### src/rtl/mmio_uart_tx.sv
// Memory-mapped 8N1 UART transmitter: CPU stores queue bytes in a FIFO that a
// serialiser drains onto tx; loads return status with one-cycle registered latency.
module mmio_uart_tx #(
  parameter int DEPTH   = 8,
  parameter int DIV_RST = 868,
  parameter int DIV_W   = 16
) (
  input  logic        clk,
  input  logic        reset,
  input  logic        sel,
  input  logic        w_en,
  input  logic [3:0]  d_addr,
  input  logic [31:0] d_in,
  input  logic [1:0]  d_size,
  output logic [31:0] d_out,
  output logic        tx,
  output logic        irq
);

  localparam int AW = $clog2(DEPTH);
  localparam int CW = AW + 1;

  typedef enum logic [1:0] {IDLE, START, DATA, STOP} state_t;

  logic [7:0]       r_mem [DEPTH];
  logic [AW-1:0]    r_wrPtr;
  logic [AW-1:0]    r_rdPtr;
  logic [CW-1:0]    r_count;
  logic             r_ovf;
  logic [DIV_W-1:0] r_div;
  logic [31:0]      r_dOut;
  state_t           r_state;
  logic [DIV_W-1:0] r_bitLen;
  logic [DIV_W-1:0] r_baud;
  logic [2:0]       r_bitIdx;
  logic [7:0]       r_shift;
  logic             r_tx;

  logic             w_load;
  logic             w_store;
  logic [1:0]       w_reg;
  logic             w_full;
  logic             w_empty;
  logic             w_busy;
  logic             w_push;
  logic             w_pop;
  logic             w_bitEnd;
  logic [3:0]       w_count4;
  logic [31:0]      w_rdata;
  logic             w_unused;

  assign w_load   = sel & ~w_en;
  assign w_store  = sel & w_en;
  assign w_reg    = d_addr[3:2];
  assign w_full   = (r_count == CW'(DEPTH));
  assign w_empty  = (r_count == '0);
  assign w_busy   = (r_state != IDLE);
  assign w_push   = w_store && (w_reg == 2'd0) && !w_full;
  assign w_pop    = (r_state == IDLE) && !w_empty;
  assign w_bitEnd = (r_baud == r_bitLen - 1'b1);
  // Access width never matters, so size and byte-lane bits are deliberately dropped.
  assign w_unused = ^{d_size, d_addr[1:0], d_in};

  always_comb begin
    w_count4 = 4'(r_count);
    if (32'(r_count) > 15) w_count4 = 4'hF;
  end

  always_comb begin
    w_rdata = '0;
    case (w_reg)
      2'd1:    w_rdata = {24'b0, w_count4, r_ovf, w_busy, w_empty, w_full};
      2'd2:    w_rdata = 32'(r_div);
      default: w_rdata = '0;
    endcase
  end

  always_ff @(posedge clk) begin
    if (w_push) r_mem[r_wrPtr] <= d_in[7:0];
  end

  always_ff @(posedge clk) begin
    if (reset) begin
      r_wrPtr <= '0;
      r_rdPtr <= '0;
      r_count <= '0;
      r_ovf   <= 1'b0;
    end else begin
      if (w_push) r_wrPtr <= r_wrPtr + 1'b1;
      if (w_pop)  r_rdPtr <= r_rdPtr + 1'b1;
      if (w_push && !w_pop)      r_count <= r_count + 1'b1;
      else if (!w_push && w_pop) r_count <= r_count - 1'b1;
      if (w_store && (w_reg == 2'd0) && w_full)       r_ovf <= 1'b1;
      else if (w_store && (w_reg == 2'd1) && d_in[3]) r_ovf <= 1'b0;
    end
  end

  always_ff @(posedge clk) begin
    if (reset) begin
      r_div  <= DIV_W'(DIV_RST);
      r_dOut <= '0;
    end else begin
      if (w_store && (w_reg == 2'd2)) r_div <= d_in[DIV_W-1:0];
      if (w_load) r_dOut <= w_rdata;
    end
  end

  // Bit length is captured at pop so divisor writes only affect later frames.
  always_ff @(posedge clk) begin
    if (reset) begin
      r_state  <= IDLE;
      r_tx     <= 1'b1;
      r_baud   <= '0;
      r_bitIdx <= '0;
      r_shift  <= '0;
      r_bitLen <= DIV_W'(1);
    end else begin
      case (r_state)
        IDLE: begin
          r_tx <= 1'b1;
          if (w_pop) begin
            r_state  <= START;
            r_tx     <= 1'b0;
            r_shift  <= r_mem[r_rdPtr];
            r_bitLen <= (r_div == '0) ? DIV_W'(1) : r_div;
            r_baud   <= '0;
          end
        end
        START: begin
          if (w_bitEnd) begin
            r_baud   <= '0;
            r_bitIdx <= '0;
            r_tx     <= r_shift[0];
            r_shift  <= r_shift >> 1;
            r_state  <= DATA;
          end else begin
            r_baud <= r_baud + 1'b1;
          end
        end
        DATA: begin
          if (w_bitEnd) begin
            r_baud <= '0;
            if (r_bitIdx == 3'd7) begin
              r_tx    <= 1'b1;
              r_state <= STOP;
            end else begin
              r_bitIdx <= r_bitIdx + 1'b1;
              r_tx     <= r_shift[0];
              r_shift  <= r_shift >> 1;
            end
          end else begin
            r_baud <= r_baud + 1'b1;
          end
        end
        STOP: begin
          if (w_bitEnd) begin
            r_baud  <= '0;
            r_state <= IDLE;
          end else begin
            r_baud <= r_baud + 1'b1;
          end
        end
        default: r_state <= IDLE;
      endcase
    end
  end

  assign d_out = r_dOut;
  assign tx    = r_tx;
  assign irq   = w_empty & ~w_busy;

endmodule

### config.mk
export PLATFORM = sky130hd
export DESIGN_NAME = mmio_uart_tx
export DESIGN_NICKNAME = d
export VERILOG_FILES = /design/src/rtl/mmio_uart_tx.sv
export SDC_FILE = /design/constraint.sdc
export NUM_CORES = 1
export LEC_CHECK = 0
export CAP_MARGIN = 20
export CORE_ASPECT_RATIO = 0.6
export CORE_UTILIZATION = 39
export CTS_CLUSTER_DIAMETER = 50
export DETAILED_ROUTE_END_ITERATION = 8
export GPL_TIMING_DRIVEN = 1
export HOLD_SLACK_MARGIN = 0.05
export PLACE_DENSITY = 0.64
export SETUP_SLACK_MARGIN = 0.5
export SYNTH_ARGS = -nofsm -noshare
export SYNTH_HDL_FRONTEND = slang
export SYNTH_SLANG_ARGS = --single-unit
### constraint.sdc
create_clock -name clk -period 5.34 [get_ports clk]
set_clock_uncertainty 0.1 [all_clocks]
set_input_delay 1.068 -clock clk [delete_from_list [all_inputs] [get_ports clk]]
set_output_delay 1.068 -clock clk [all_outputs]
set_load 0.01 [all_outputs]
==> key figures, run 1 <==
Timing
  – Rel. slew slack: 33.4%
  – Final Max Tran Viols: 0
  – Tmin final: 3.88 ns
  – RSZ-0062 raised after global routing: false
  – Final setup fails: 0
  – F_max: 258 MHz
  – TNS Setup: 0 ns
  – Tcrit/Tclk final: 72.7%
  – Least-Margin Pin Slew: 0.996 ns
  – Final hold violations: 0

Final layout
  – Most frequent cells in the layout: 112 x nand2_1, 92 x dfxtp_1, 64 x edfxtp_1
  – Layout cell share with drive strength beyond 1: 9.83%
  – Area Overhead vs Synth: 16.0%
  – Multi-input gate area: 3090 µm²
  – FF+latch area: 3760 µm²
  – Design area: 8240 µm²
  – Finished Core Util: 47.2%
  – Antenna fix cells: 0
  – Fillcell total: 1563
  – Nets: 769
  – Fin cells: 956
  – Most common cell after layout, fill and taps aside: nand2_1

Routing
  – Post-route antenna net violation count: 0
  – 1st-pass router iterations: 4
  – Final WL: 15900 µm
  – DR vias/cell: 5.40
  – Post-DR wirelength/cell: 16.7 µm
  – # DRC: 0
  – 1st-iter DRT viols: 390
  – Via count: 5160

Synthesis
  – Prevailing post-synth register cell: dfxtp_1
  – Ys async rst share: 0%
  – Synthesis-stage register bit count: 156
  – Cells after synthesis: 683
  – Mean Syn Cell Area: 10.4 µm²
  – Number of synthesized flops with an enable pin: 64
  – Post-synthesis instance area: 7100 µm²
  – Number of library cell types mapped by synthesis: 63
  – Post-synthesis sequential area ratio: 53.0%
  – Warnings from Yosys: 0

Clock network
  – Clock Latency Late Sink: 0.42 ns
  – H-tree Lvls: 4
  – CTS Hold Bufs: 0
  – Clock transition at the registers of the reported paths: 0.07 ns
  – Resize count post-CTS: 0
  – CTS tree: yes
  – CTS Buffer Depth: 2
  – Number of CTS-inserted buffers: 17
  – Postcts setup bufs: 0
  – CTS Sinks: 156
  – Clk Tree Root Cell: clkbuf_16

Global route
  – Initial antenna violation count: 0
  – Vias in the first global route: 5017
  – First-pass GRT wire length: 26400 µm
  – Tot GR Track Use: 18.1%
  – Largest net degree at the start of global routing: 72
  – Total grt overflow: 0

Critical path
  – CP Launch Type: flip-flop
  – Critical Path Fanout Max: 9
  – Worst Path Required: 4.17 ns
  – Arrival @ worst endpoint: 2.71 ns
  – CP Capture Type: output pin
  – WS Path Type: reg -> out

Die
  – I/O pin cnt: 76
  – Initial Util: 40.7%
  – Num rows: 37
  – Horiz. Die Dim: 176 µm
  – DIE AREA: 18800 µm²
  – Placeable Area: 17500 µm²
  – Die height: 107 µm

Pwr
  – Clock power share: 32.9%
  – Switching Share: 33.8%
  – Power per cell area: 470 nW/µm²
  – Int Power: 2.56 mW
  – Static Leak: 2.82 nW
  – Net Sw Power: 1.31 mW
  – Maximum vdd drop: 0.235 mV
  – Reg power frac: 38.0%
  – Gate power share: 29.0%

Place
  – Placed Cells: 924
  – IO Port Bufs: 39
  – Cell area after placement: 7610 µm²
  – Hpwl dp: 11100 µm
  – GPL Wtd Cong: 0.791

Outcome
  – Outcome: completed

Min path
  – HP Class: reg -> reg

Run
  – Max Cap Viol: 0
-- metrics by stage --
| stage | total power [mW] | worst slack [ns] | hold slack [ns] |
|---|---|---|---|
| 2_1_floorplan | 2.34 | 2.20 | 0.332 |
| 3_3_place_gp | 2.57 | 1.55 | 0.346 |
| 3_5_place_dp | 2.61 | 1.48 | 0.346 |
| 4_1_cts | 3.89 | 1.51 | 0.360 |
| 5_1_grt | 4.10 | 1.28 | 0.370 |
| 6_report | 3.87 | 1.46 | 0.361 |
-- critical path: stages (launching register included) --
cell and delay (ns):
dfxtp_1 0.39, nor4_1 0.72, nand2_1 0.32, clkinv_1 0.27, clkdlybuf4s50_1 0.59
-- cells by family (layout without fill, tap and decap cells) --
kind of cell / after synthesis / in the layout / share of synthesized area, %
and+or+nand+nor: 274 / 274 / 19.2
DFF: 156 / 156 / 53.0
AOI/OAI and AO/OA: 108 / 108 / 9.25
buffers and inverters: 64 / 88 / 4.31
xor gates and xnor gates: 34 / 34 / 4.19
muxes: 28 / 28 / 6.78
adders and majority gates: 18 / 18 / 3.28
other: 1 / 16 / 0.0528
-- final timing paths --
kind	startpoint	end	slack, ns	depth (start not counted)
min	d_out[11]$_SDFFE_PP0P_	d_out[11]$_SDFFE_PP0P_	0.36	2
max reg2reg	r_bitLen[3]$_SDFFE_PP0P_	r_shift[7]$_SDFFE_PP0P_	1.51	8
min reg2reg	d_out[11]$_SDFFE_PP0P_	d_out[11]$_SDFFE_PP0P_	0.36	2
max	r_count[0]$_SDFFE_PP0P_	irq	1.46	4
-- power groups by stage --
stage | Combinational (mW) | Sequential [mW] | Clock, mW
4_1_cts | 1.12 | 1.47 | 1.29
3_5_place_dp | 1.12 | 1.50 | 0
3_3_place_gp | 1.08 | 1.49 | 0
5_1_grt | 1.26 | 1.49 | 1.35
2_1_floorplan | 0.890 | 1.45 | 0
6_report | 1.12 | 1.47 | 1.28
-- final cells by class --
class                           count  share of cell area [%]
Inverter                           12                   0.547
Multi-Input combinational cell    478                    37.5
Timing Repair Buffer               44                    5.13
Clock inverter                     15                    2.43
Clock buffer                       17                    5.16
Sequential cell                   156                    45.7
Tap cell                          234                    3.55
-- flip-flops by register name (all words and copies together) (netlist names), 3 cells and up, named ones only --
| name | count |
|---|---|
| r_bitLen | 16 |
| r_rdPtr | 3 |
| r_count | 4 |
| r_mem | 64 |
| r_baud | 16 |
| r_div | 16 |
| d_out | 16 |
| r_wrPtr | 3 |
| r_shift | 8 |
| r_bitIdx | 3 |
-- per-layer routing --
layer	track usage (%)	part of all wire, %	up-vias
met2	26.3	43	143
met4	4.60	0.89	0
met1	26.9	51	2534
met3	4.04	4.6	11
li1	-	-	2472
met5	0	0	-
-- synth_stat cells, types with 5 or more instances --
master    count  area (µm²)
a21oi_1      54         270
xor2_1       19         166
ha_1         17         213
nor2_1       56         210
nand3_1      21         105
xnor2_1      15         131
nand2_1     112         420
mux4_2       16         360
buf_1         8        30.0
inv_1        10        37.5
a22o_1        7        61.3
nor3_1        6        30.0
o21ai_0      16        80.1
or4_1        12        90.1
or2_2         5        31.3
nand4_1       9        56.3
edfxtp_1     64        1920
a22oi_1      10        75.1
nor4_1        7        43.8
buf_4        17         128
mux2i_1      11         110
dfxtp_1      92        1840
and3_1        6        37.5
clkbuf_1     25        93.8
nand2b_1      8        50.1
No activity file was read; power rests on OpenSTA's default activity.
==> run 2, diff against run 1 <==
==> constraint.sdc (replaced) <==
create_clock -name clk -period 3.8 [get_ports clk]
set_clock_uncertainty 0.1 [all_clocks]
set_input_delay 0.76 -clock clk [delete_from_list [all_inputs] [get_ports clk]]
set_output_delay 0.76 -clock clk [all_outputs]
set_load 0.01 [all_outputs]
==> run 2 against run 1 <==
  * Total power grew 40%
  * Sequential power grew 43%
  * Register-to-register slack lost 0.89 ns
  * Worst hold slack lost 0.0064 ns
==> key figures, run 2 (synthesis results as in run 1) <==
Outcome
  – Outcome: completed

Routing
  – Via count: 5244
  – Post-route antenna net violation count: 0
  – 1st-pass router iterations: 5
  – Final WL: 16000 µm
  – Post-DR wirelength/cell: 16.4 µm
  – 1st-iter DRT viols: 345
  – DR vias/cell: 5.38
  – # DRC: 0

Pwr
  – Clock power share: 29.1%
  – Gate power share: 32.1%
  – Power per cell area: 650 nW/µm²
  – Switching Share: 34.0%
  – Int Power: 3.58 mW
  – Reg power frac: 38.8%
  – Net Sw Power: 1.84 mW
  – Static Leak: 2.88 nW
  – Total power: 5.42 mW
  – Maximum vdd drop: 0.308 mV

Global route
  – Largest net degree at the start of global routing: 63
  – Initial antenna violation count: 0
  – Total grt overflow: 0
  – Tot GR Track Use: 18.3%
  – First-pass GRT wire length: 26400 µm
  – Vias in the first global route: 5173

Die
  – Num rows: 37
  – DIE AREA: 18800 µm²
  – I/O pin cnt: 76
  – Die height: 107 µm
  – Horiz. Die Dim: 176 µm
  – Initial Util: 40.7%
  – Placeable Area: 17500 µm²

Critical path
  – Arrival @ worst endpoint: 3.42 ns
  – CP Capture Type: flip-flop
  – CP Launch Type: flip-flop
  – Worst Path Required: 4.04 ns
  – Critical Path Fanout Max: 8
  – WS Path Type: reg -> reg

Place
  – Placed Cells: 936
  – Hpwl dp: 11200 µm
  – IO Port Bufs: 39
  – Cell area after placement: 7700 µm²
  – GPL Wtd Cong: 0.793

Timing
  – Final hold violations: 0
  – Least-Margin Pin Slew: 0.781 ns
  – Tcrit/Tclk final: 83.7%
  – RSZ-0062 raised after global routing: true
  – Final Max Tran Viols: 0
  – Final setup fails: 0
  – Rel. slew slack: 47.9%
  – Tmin final: 3.18 ns
  – TNS Setup: 0 ns
  – F_max: 314 MHz

Min path
  – HP Class: reg -> reg

Final layout
  – Design area: 8350 µm²
  – FF+latch area: 3760 µm²
  – Antenna fix cells: 0
  – Most common cell after layout, fill and taps aside: nand2_1
  – Most frequent cells in the layout: 112 x nand2_1, 91 x dfxtp_1, 64 x edfxtp_1
  – Top reg by flops: r_mem
  – Area Overhead vs Synth: 17.5%
  – Layout cell share with drive strength beyond 1: 12.6%
  – Fillcell total: 1534
  – Nets: 787
  – Fin cells: 974
  – Multi-input gate area: 3130 µm²
  – Max reg flops: 64

Clock network
  – CTS Hold Bufs: 0
  – CTS tree: yes
  – Clk Tree Root Cell: clkbuf_16
  – CTS Sinks: 156
  – Number of CTS-inserted buffers: 17
  – Clock transition at the registers of the reported paths: 0.06 ns
  – CTS Buffer Depth: 2
  – H-tree Lvls: 4
  – Clock Latency Late Sink: 0.43 ns

Run
  – Max Cap Viol: 0
[run 2: changes by cell type in the layout (fill, tap and decap cells not counted), moves of 2 or more]
cell	change
buf_4	+18
bufinv_16	-2
clkinv_1	+2
clkinv_4	+4
clkinvlp_4	+3
inv_6	-6
[run 2: per-layer routing]
layer	wire (µm)	vias to the layer above	track usage [%]
li1	-	2499	-
met1	7870	2562	25.5
met2	6980	159	27.2
met3	946	24	5.04
met4	187	0	6.46
met5	0	-	0
[run 2: metrics by stage]
| stage | utilization, % | hold slack (ns) | worst slack (ns) |
|---|---|---|---|
| after floorplan | - | 0.332 | 0.759 |
| after global placement | 44.1 | 0.344 | 0.313 |
| after detailed placement | 44.1 | 0.350 | 0.188 |
| after CTS | 47.4 | 0.359 | 0.520 |
| after global routing | 47.8 | 0.381 | 0.483 |
| final | 47.8 | 0.354 | 0.619 |
[run 2: final cells by class]
| type | count | share of cell area [%] |
|---|---|---|
| Inverter | 12 | 0.584 |
| Tap cell | 234 | 3.51 |
| Timing Repair Buffer | 62 | 6.68 |
| Sequential cell | 156 | 45.1 |
| Clock inverter | 15 | 1.51 |
| Multi-Input combinational cell | 478 | 37.5 |
| Clock buffer | 17 | 5.09 |
[run 2: worst max-delay path, stage by stage (launching register included)]
cell and delay [ns]:
dfxtp_1 0.41, or2_2 0.34, or4b_2 0.66, xnor2_1 0.19, nor4_4 0.21, nand4b_4 0.21, a211o_4 0.41, or4_1 0.46
o21ai_0 0.10
[run 2: final timing paths]
path                            start                 endpoint  slack, ns  depth (start not counted)
max          r_bitLen[3]$_SDFFE_PP0P_  r_shift[3]$_SDFFE_PP0P_       0.62                          8
min            d_out[10]$_SDFFE_PP0P_   d_out[10]$_SDFFE_PP0P_       0.35                          2
max reg2reg  r_bitLen[3]$_SDFFE_PP0P_  r_shift[3]$_SDFFE_PP0P_       0.62                          8
min reg2reg    d_out[10]$_SDFFE_PP0P_   d_out[10]$_SDFFE_PP0P_       0.35                          2
[run 2: what timing repair did]
action	4_1_cts	5_1_grt
resized for setup	2	7
pin swaps	0	2
setup endpoints to repair	7	27
setup buffers	0	6
[run 2: power groups by stage]
stage / clock network, mW / logic, mW / registers, mW
4_1_cts: 1.61 / 1.63 / 2.09
5_1_grt: 1.68 / 1.91 / 2.14
3_5_place_dp: 0 / 1.61 / 2.13
6_report: 1.58 / 1.74 / 2.10
2_1_floorplan: 0 / 1.25 / 2.03
3_3_place_gp: 0 / 1.55 / 2.12
==> run 3, diff against run 2 <==
--- a/config.mk
+++ b/config.mk
@@ -12,7 +12,7 @@
 export DETAILED_ROUTE_END_ITERATION = 8
 export GPL_TIMING_DRIVEN = 1
 export HOLD_SLACK_MARGIN = 0.05
-export PLACE_DENSITY = 0.64
+export PLACE_DENSITY = 0.66
 export SETUP_SLACK_MARGIN = 0.5
 export SYNTH_ARGS = -nofsm -noshare
 export SYNTH_HDL_FRONTEND = slang
==> constraint.sdc (replaced) <==
create_clock -name clk -period 2.9 [get_ports clk]
set_clock_uncertainty 0.1 [all_clocks]
set_input_delay 0.58 -clock clk [delete_from_list [all_inputs] [get_ports clk]]
set_output_delay 0.58 -clock clk [all_outputs]
set_load 0.01 [all_outputs]
==> run 3 against run 2 <==
  * The flow now finishes with violations (negative setup slack)
  * Utilization grew 3.3 points
  * Highest routed layer unchanged
  * Largest power group is now combinational logic
  * Final area increased by 6.9%
  * Via count is 1.1% higher
  * Maximum frequency is 8.3% higher
  * Non-clock buffer count grew 28
  * Flip-flop and latch count unchanged
  * Sequential share of layout area is 2.7 points lower
  * Wire length grew 5.0%
  * Critical path depth increased by 3
  * Total power is 45% higher
  * Global-route usage rose by 0.36 points
==> key figures, run 3 (synthesis results as in run 1) <==
Final layout
  – Most frequent cells in the layout: 110 x nand2_1, 82 x dfxtp_1, 64 x edfxtp_1
  – Antenna fix cells: 0
  – Layout cell share with drive strength beyond 1: 23.3%
  – Fin cells: 1003
  – Area Overhead vs Synth: 25.7%
  – Nets: 816
  – Most common cell after layout, fill and taps aside: nand2_1
  – Max reg flops: 64
  – Top reg by flops: r_mem

Global route
  – Total grt overflow: 0
  – Vias in the first global route: 5101
  – Initial antenna violation count: 0
  – Largest net degree at the start of global routing: 33
  – First-pass GRT wire length: 26900 µm
  – Tot GR Track Use: 18.7%

Pwr
  – Gate power share: 37.9%
  – Clock power share: 26.9%
  – Reg power frac: 35.2%
  – Net Sw Power: 2.76 mW
  – Switching Share: 35.1%
  – Power per cell area: 880 nW/µm²
  – Maximum vdd drop: 0.504 mV
  – Static Leak: 3.13 nW
  – Int Power: 5.10 mW

Routing
  – Met2 WL: 7530 µm
  – Post-route antenna net violation count: 0
  – DR vias/cell: 5.29
  – Wl on met1: 8330 µm
  – 1st-iter DRT viols: 386
  – Met3 Wirelength: 783 µm
  – Via count: 5302
  – # DRC: 0
  – Final WL: 16800 µm
  – 1st-pass router iterations: 4
  – Highest metal used: met4
  – Post-DR wirelength/cell: 16.7 µm

Clock network
  – CTS Sinks: 156
  – CTS tree: yes
  – CTS Hold Bufs: 0
  – CTS Buffer Depth: 2
  – H-tree Lvls: 4
  – Number of CTS-inserted buffers: 17
  – Clock Latency Late Sink: 0.42 ns
  – Clk Tree Root Cell: clkbuf_16
  – Clock transition at the registers of the reported paths: 0.07 ns

Critical path
  – Worst Path Required: 3.15 ns
  – WS Path Type: reg -> reg
  – Critical Path Fanout Max: 8
  – CP Capture Type: flip-flop
  – CP max-delay cell: or4_4
  – Slowest stage delay, CP: 0.43 ns
  – Cell Chain, Critical Path: buf_6 -> nor4_4 -> buf_4 -> buf_4 -> nand3b_1 -> nor4bb_1 -> o22ai_1 -> nand4b_4 -> a211o_4 -> or4_4 -> o21ai_2
  – CP Launch Type: flip-flop
  – Arrival @ worst endpoint: 3.18 ns
  – R2R Setup Slk: -0.04 ns
  – Most frequent CP cell: buf_4
  – Worst R2R Path Depth: 11

Die
  – Num rows: 37
  – Horiz. Die Dim: 176 µm
  – DIE AREA: 18800 µm²
  – Initial Util: 40.7%
  – Die height: 107 µm
  – Placeable Area: 17500 µm²
  – I/O pin cnt: 76

Min path
  – HP Class: reg -> reg
  – Hold Crit Depth: 2

Timing
  – Final Max Tran Viols: 0
  – Tmin final: 2.94 ns
  – Least-Margin Pin Slew: 0.732 ns
  – Tcrit/Tclk final: 101%
  – Worst setup margin: -0.0367 ns
  – Rel. slew slack: 51.2%
  – Final hold violations: 0
  – Final setup fails: 9
  – RSZ-0062 raised after global routing: true
  – F_max: 341 MHz

Place
  – Placement Setup Slack: -0.143 ns
  – Hpwl dp: 11500 µm
  – Placed Cells: 958
  – GPL Wtd Cong: 0.839
  – IO Port Bufs: 39

Outcome
  – Outcome: complete, but fails checks
  – Violated checks: negative setup slack

Run
  – Max Cap Viol: 0
-- run 3: cell count changes in the layout (fill, tap and decap cells not counted), sizes merged --
cell,before,now
dlygate4sd2,0,2
clkinv,11,5
a21o,2,3
clkdlybuf4s50,38,33
bufinv,1,0
clkinvlp,4,1
dlymetal6s2s,0,2
clkbuf,17,20
buf,24,52
inv,11,19
-- run 3: repair_timing --
| action | in CTS | in global routing |
|---|---|---|
| pin swaps | 18 | 12 |
| endpoints found under the setup margin | 32 | 32 |
| resized for setup | 38 | 37 |
| endpoints found under the hold margin | 0 | 0 |
| buffers inserted | 7 | 5 |
| cloned | 1 | 0 |
-- run 3: final cells by class --
cell class | count | area, µm²
fillers | 1481 | 8520
flip-flops and latches | 156 | 3780
multi-input cells | 479 | 3450
repair buffers | 90 | 785
clock buffers | 19 | 443
well taps | 234 | 293
clock inverters | 13 | 123
inverters | 12 | 47.5
-- run 3: per-layer routing --
layer | vias up | GRT usage (%)
li1 | 2560 | -
met4 | 0 | 5.28
met1 | 2600 | 27.3
met3 | 17 | 3.86
met2 | 125 | 27.7
met5 | - | 0
-- run 3: per-stage QoR --
step                      TNS [ns]  hold WS [ns]  util [%]  total power [mW]  instance area [µm²]
final                       -0.163         0.352      51.2              7.85                 8930
after CTS                  -0.0602         0.353      50.2              7.66                 8750
after floorplan                  0         0.332         -              4.54                 7320
after global routing         -1.27         0.370      51.2              8.26                 8930
after detailed placement     -1.80         0.348      45.9              5.29                 8010
after global placement      -0.530         0.343      45.9              5.17                 8010
-- run 3: path summary, 6_finish.rpt --
path                                               start                       to
worst max-delay path            r_bitLen[4]$_SDFFE_PP0P_  r_shift[5]$_SDFFE_PP0P_
worst min-delay path             r_shift[0]$_SDFFE_PP0P_  r_shift[0]$_SDFFE_PP0P_
worst max register to register  r_bitLen[4]$_SDFFE_PP0P_  r_shift[5]$_SDFFE_PP0P_
worst min register to register   r_shift[0]$_SDFFE_PP0P_  r_shift[0]$_SDFFE_PP0P_
-- run 3: worst max-delay path, delay by kind of cell, from the launching register on --
family,cells,cell delay [ns]
AO/OA/AOI/OAI,3,0.60
buffers and inverters,3,0.39
flip-flops,1,0.36
AND/OR/NAND/NOR,5,1.41
-- run 3: power by group through the flow --
stage               registers (mW)  clock network [mW]  logic [mW]
floorplan                     2.69                   0        1.85
global placement              2.75                   0        2.42
detailed placement            2.77                   0        2.52
CTS                           2.74                2.15        2.77
global route                  2.79                2.26        3.22
finish                        2.76                2.11        2.98
